### src/rtl/merlin_mem_arbiter.sv
// Two-to-one arbiter sharing one memory bus between the merlin32i I and D ports.
// Round-robin grant with stall lock; in-order responses routed by an owner-tag FIFO.
module merlin_mem_arbiter #(
    parameter int C_OUTST_X = 2
) (
    input  logic        clk_i,
    input  logic        reset_i,
    input  logic        clk_en_i,
    output logic        ireqready_o,
    input  logic        ireqvalid_i,
    input  logic [1:0]  ireqhpl_i,
    input  logic [31:0] ireqaddr_i,
    input  logic        irspready_i,
    output logic        irspvalid_o,
    output logic        irsprerr_o,
    output logic [31:0] irspdata_o,
    output logic        dreqready_o,
    input  logic        dreqvalid_i,
    input  logic [1:0]  dreqhpl_i,
    input  logic [31:0] dreqaddr_i,
    input  logic        dreqwr_i,
    input  logic [3:0]  dreqbe_i,
    input  logic [31:0] dreqwdata_i,
    input  logic        drspready_i,
    output logic        drspvalid_o,
    output logic        drsprerr_o,
    output logic        drspwerr_o,
    output logic [31:0] drspdata_o,
    input  logic        mreqready_i,
    output logic        mreqvalid_o,
    output logic [1:0]  mreqhpl_o,
    output logic [31:0] mreqaddr_o,
    output logic        mreqwr_o,
    output logic [3:0]  mreqbe_o,
    output logic [31:0] mreqwdata_o,
    output logic        mrspready_o,
    input  logic        mrspvalid_i,
    input  logic        mrsprerr_i,
    input  logic        mrspwerr_i,
    input  logic [31:0] mrspdata_i
);

    localparam int DEPTH = 1 << C_OUTST_X;

    typedef enum logic {
        OWN_I = 1'b0,
        OWN_D = 1'b1
    } owner_e;

    owner_e                 last_q, last_d;
    owner_e                 lock_own_q, lock_own_d;
    logic                   lock_q, lock_d;
    logic [C_OUTST_X-1:0]   wr_ptr_q, wr_ptr_d;
    logic [C_OUTST_X-1:0]   rd_ptr_q, rd_ptr_d;
    logic [C_OUTST_X:0]     count_q, count_d;
    owner_e                 tag_mem_q [DEPTH];

    owner_e owner;
    owner_e head;
    logic   fifo_full;
    logic   fifo_empty;
    logic   own_valid;
    logic   accept;
    logic   pop;

    assign fifo_full  = (count_q == (C_OUTST_X+1)'(DEPTH));
    assign fifo_empty = (count_q == '0);
    assign head       = tag_mem_q[rd_ptr_q];

    always_comb begin
        owner = (last_q == OWN_I) ? OWN_D : OWN_I;
        if (lock_q) begin
            owner = lock_own_q;
        end else if (ireqvalid_i && !dreqvalid_i) begin
            owner = OWN_I;
        end else if (dreqvalid_i && !ireqvalid_i) begin
            owner = OWN_D;
        end
    end

    assign own_valid = (owner == OWN_D) ? dreqvalid_i : ireqvalid_i;

    // NOTE: every output gets a default before any branch, so no latch is inferred.
    always_comb begin
        mreqvalid_o = 1'b0;
        mreqhpl_o   = '0;
        mreqaddr_o  = '0;
        mreqwr_o    = 1'b0;
        mreqbe_o    = '0;
        mreqwdata_o = '0;
        ireqready_o = 1'b0;
        dreqready_o = 1'b0;
        mrspready_o = 1'b0;
        irspvalid_o = 1'b0;
        irsprerr_o  = 1'b0;
        irspdata_o  = '0;
        drspvalid_o = 1'b0;
        drsprerr_o  = 1'b0;
        drspwerr_o  = 1'b0;
        drspdata_o  = '0;
        if (!reset_i) begin
            mreqvalid_o = own_valid && !fifo_full;
            if (owner == OWN_D) begin
                mreqhpl_o   = dreqhpl_i;
                mreqaddr_o  = dreqaddr_i;
                mreqwr_o    = dreqwr_i;
                mreqbe_o    = dreqbe_i;
                mreqwdata_o = dreqwdata_i;
                dreqready_o = mreqready_i && !fifo_full;
            end else begin
                mreqhpl_o   = ireqhpl_i;
                mreqaddr_o  = ireqaddr_i;
                mreqbe_o    = 4'hF;
                ireqready_o = mreqready_i && !fifo_full;
            end
            mrspready_o = !fifo_empty && ((head == OWN_D) ? drspready_i : irspready_i);
            irspvalid_o = mrspvalid_i && !fifo_empty && (head == OWN_I);
            drspvalid_o = mrspvalid_i && !fifo_empty && (head == OWN_D);
            irsprerr_o  = mrsprerr_i;
            irspdata_o  = mrspdata_i;
            drsprerr_o  = mrsprerr_i;
            drspwerr_o  = mrspwerr_i;
            drspdata_o  = mrspdata_i;
        end
    end

    assign accept = mreqvalid_o && mreqready_i;
    assign pop    = mrspvalid_i && mrspready_o;

    always_comb begin
        last_d     = last_q;
        lock_d     = lock_q;
        lock_own_d = lock_own_q;
        wr_ptr_d   = wr_ptr_q;
        rd_ptr_d   = rd_ptr_q;
        count_d    = count_q;
        if (accept) begin
            last_d   = owner;
            lock_d   = 1'b0;
            wr_ptr_d = wr_ptr_q + C_OUTST_X'(1);
        end else if (mreqvalid_o) begin
            // Stalled request: pin the grant until the memory takes it.
            lock_d     = 1'b1;
            lock_own_d = owner;
        end
        if (pop) begin
            rd_ptr_d = rd_ptr_q + C_OUTST_X'(1);
        end
        case ({accept, pop})
            2'b10:   count_d = count_q + (C_OUTST_X+1)'(1);
            2'b01:   count_d = count_q - (C_OUTST_X+1)'(1);
            default: count_d = count_q;
        endcase
    end

    // NOTE: sequential state is updated with non-blocking assignments only.
    always_ff @(posedge clk_i) begin
        if (reset_i) begin
            last_q     <= OWN_I;
            lock_q     <= 1'b0;
            lock_own_q <= OWN_I;
            wr_ptr_q   <= '0;
            rd_ptr_q   <= '0;
            count_q    <= '0;
        end else if (clk_en_i) begin
            last_q     <= last_d;
            lock_q     <= lock_d;
            lock_own_q <= lock_own_d;
            wr_ptr_q   <= wr_ptr_d;
            rd_ptr_q   <= rd_ptr_d;
            count_q    <= count_d;
        end
    end

    // NOTE: tag storage is not reset; only entries between the pointers are read, and the count is reset.
    always_ff @(posedge clk_i) begin
        if (clk_en_i && accept) begin
            tag_mem_q[wr_ptr_q] <= owner;
        end
    end

endmodule
### config.mk
export PLATFORM = sky130hd
export DESIGN_NAME = merlin_mem_arbiter
export DESIGN_NICKNAME = d
export VERILOG_FILES = /design/src/rtl/merlin_mem_arbiter.sv
export SDC_FILE = /design/constraint.sdc
export NUM_CORES = 1
export LEC_CHECK = 0
export CORE_AREA = 5 5 110 112
export CTS_CLUSTER_DIAMETER = 120
export DETAILED_ROUTE_END_ITERATION = 6
export DIE_AREA = 0 0 115 117
export PLACE_DENSITY = 0.75
export SLEW_MARGIN = 10
export SYNTH_ARGS = -nofsm -noshare
export SYNTH_HDL_FRONTEND = slang
export SYNTH_SLANG_ARGS = --single-unit
export TNS_END_PERCENT = 10
### constraint.sdc
create_clock -name clk_i -period 3.2 [get_ports clk_i]
set_clock_uncertainty 0.1 [all_clocks]
set_input_delay 0.64 -clock clk_i [delete_from_list [all_inputs] [get_ports clk_i]]
set_output_delay 0.64 -clock clk_i [all_outputs]
set_load 0.005 [all_outputs]
==> results.py <==
metrics = {
    "layout": {
        "fin_nets": 733,
        "fin_util_pct": 46.0,
        "fin_area_um2": 5110,
        "num-fill-cells": 1059,
        "drive_gt1_share_pct": 5.19,
        "antenna_cells": 0,
        "multi_input_area_um2": 1400,
        "area_growth_pct": 140,
        "fin_cells": 721,
        "final-seq-area_um2": 360,
    },
    "critical_path": {
        "critPathMaxFanout": 13,
        "rr_startpoint": "tag_mem_q[3]$_DFFE_PP_",
        "crit_path_end_kind": "primary output",
        "critPathArrivalTime_ns": 2.26,
        "startpoint_type": "primary input",
        "r2r_cells": 10,
        "crit_chain": "dlygate4sd2_1 -> a21boi_4 -> o31ai_4 -> inv_4 -> buf_6 -> and3_1 -> clkdlybuf4s50_1",
        "slowest_stage": "clkdlybuf4s50_1",
        "critPathKind": "in2out",
        "critPathLaunch": "ireqvalid_i",
        "slowest_delay_ns": 0.45,
        "cp.required_ns": 2.46,
    },
    "power_and_ir_drop": {
        "p_total_uw": 1150,
        "power.leakage_uw": 0.00224,
        "power_density_nw_per_um2": 226,
        "peakVddDrop_v": 0.000142,
    },
    "sta": {
        "finalMaxSlewViolations": 0,
        "hold_viol": 0,
        "max_clock_freq_mhz": 333,
        "min_period_ns": 3.00,
        "tightestPinTransition_ns": 0.565,
        "layout_setup_ws_ns": 0.200,
        "min_period_over_period_pct": 93.8,
        "rsz0062_at_grt": "no",
        "setup_violations": 0,
        "slew_headroom_pct": 61.4,
    },
    "synthesis": {
        "ys_seq_elements": 16,
        "netlist_area_um2": 2130,
        "synth.distinct_cells": 38,
        "synth_top_area_cell": "nand2_1",
        "synth_enable_flop_cells": 4,
        "avgSynthCellArea_um2": 6.56,
        "synth_fp_nets": 478,
        "async_flop_share_pct": 0,
        "synth_flop_cell": "dfxtp_1",
        "synth_most_common_cell": "nand2_1",
        "seq_area_frac_synth_pct": 16.9,
        "synth_top_cells_by_count": "nand2_1, and3_1, a21oi_1, nor2b_1, buf_4",
        "yosysTopAreaCellShare_pct": 13.6,
        "syn_inst": 324,
        "ys_warn_count": 0,
        "yosys-top-cells-area": "nand2_1, buf_4, dfxtp_1",
    },
    "hold_path": {
        "hold_class": "reg2reg",
        "worstHoldStart": "rd_ptr_q[1]$_SDFFE_PP0P_",
        "whs_path_depth": 1,
    },
    "grt": {
        "use_met3_pct": 5.66,
        "grt-busiest-layer": "met2",
        "grt_util_met1_pct": 17.2,
        "grt_pass1_vias": 3259,
        "grt_start_max_net_pins": 54,
        "overflow": 0,
        "grt_pass1_wl_um": 16200,
        "antenna_found_initial": 1,
        "globalRouteTotalUtil_pct": 14.9,
        "gr-usage-met2_pct": 26.9,
    },
    "clock_network": {
        "numCtsBuffers": 3,
        "cts_tree": "built",
        "cts-root-buf": "clkbuf_16",
        "clock-sinks": 16,
        "clk_pin_slew_ns": 0.05,
        "htree_levels": 1,
        "clockBufferDepth": 2,
        "clkLatencyLatePin_ns": 0.24,
    },
    "placement": {
        "dp_hpwl_um": 9490,
        "io_buffers": 291,
        "placedCellCount": 711,
        "place_area_um2": 4980,
        "pre_cts_slack_ns": -0.163,
        "gp_congestion": 0.806,
    },
    "routing": {
        "wl_um": 11900,
        "via_per_inst": 4.40,
        "ant_nets": 0,
        "drtPass1Iterations": 4,
        "drc": 0,
        "vias": 3170,
        "wl_per_cell_um": 16.5,
        "drt-initial-drc-count": 151,
    },
    "die": {
        "ioPinCount": 292,
        "dieArea_um2": 13500,
        "fp-row-count": 39,
        "die_y_um": 117,
        "start_util_pct": 19.1,
        "fp.coreArea_um2": 11100,
        "die_x_um": 115,
    },
    "run": {
        "maxCapViolations": 0,
    },
    "run_status": {
        "status": "complete, no violations",
    },
}
-- area by class of cell --
| class | count | area share [%] |
|---|---|---|
| sequential | 16 | 7.05 |
| inverter | 8 | 0.636 |
| timing repair buffer | 307 | 59.9 |
| multi-input combinational | 243 | 27.4 |
| tap | 143 | 3.50 |
| clock buffer | 3 | 1.47 |
| clock inverter | 1 | 0.0734 |
-- cell usage in the layout (no fill, tap or decap), types with 2 or more instances in the layout --
| master | count |
|---|---|
| buf_4 | 9 |
| buf_12 | 3 |
| ha_1 | 5 |
| nor3b_2 | 2 |
| dlygate4sd2_1 | 48 |
| o41ai_1 | 3 |
| nand2_1 | 77 |
| nor2b_1 | 36 |
| and3_1 | 37 |
| mux2i_1 | 2 |
| edfxtp_1 | 4 |
| xnor2_1 | 2 |
| a21oi_1 | 36 |
| nand3_1 | 4 |
| dfxtp_1 | 12 |
| and2_1 | 2 |
| inv_1 | 7 |
| clkdlybuf4s50_1 | 240 |
| clkbuf_16 | 6 |
| nor2_1 | 19 |
-- cell families after synthesis --
| family | after synthesis | share of synthesized area, % |
|---|---|---|
| xor+xnor | 3 | 1.24 |
| mux | 4 | 3.06 |
| simple gates | 180 | 42.0 |
| flops | 16 | 16.9 |
| fa+ha+maj | 6 | 3.88 |
| buf+inv | 65 | 17.8 |
| compound gates | 50 | 15.1 |
-- critical path, delay by kind of cell --
family / cells / cell delay [ns]
buffers and inverters: 4 / 0.99
AOI/OAI and AO/OA: 2 / 0.43
and+or+nand+nor: 1 / 0.19
-- per-layer routing --
layer  wire length (um)  up-vias  part of all wire [%]
met4                113        2                  0.95
met5                 13        -                  0.11
met2               5960      182                    50
li1                   -     1550                     -
met1               4410     1425                    37
met3               1370       11                    12
-- final timing paths --
kind,endpoint,slack [ns]
min reg2reg,rd_ptr_q[1]$_SDFFE_PP0P_,0.38
max reg2reg,count_q[2]$_SDFFE_PP0P_,0.66
max,mreqwdata_o[0],0.20
min,rd_ptr_q[1]$_SDFFE_PP0P_,0.38
-- per-stage QoR --
stage               TNS (ns)  hold WS (ns)
finish                     0         0.385
floorplan                  0         0.335
global placement       -2.13         0.361
CTS                  -0.0822         0.381
global route               0         0.389
detailed placement     -6.19         0.361
-- where the power goes --
group	leakage (uW)	internal (uW)	total, uW	switching (uW)
registers	0.000133	215	222	7.35
clock network	0.0000385	166	241	75.6
logic	0.00206	432	691	259
total	0.00224	813	1150	342
-- repair_timing --
| action | CTS | global route |
|---|---|---|
| setup buffers | 0 | 3 |
| hold buffers | 0 | 0 |
| cloned | 0 | 3 |
| gates resized for setup | 51 | 4 |
| pin swaps | 0 | 1 |
| setup endpoints to repair | 67 | 23 |
(Power assumes the default switching activity.)
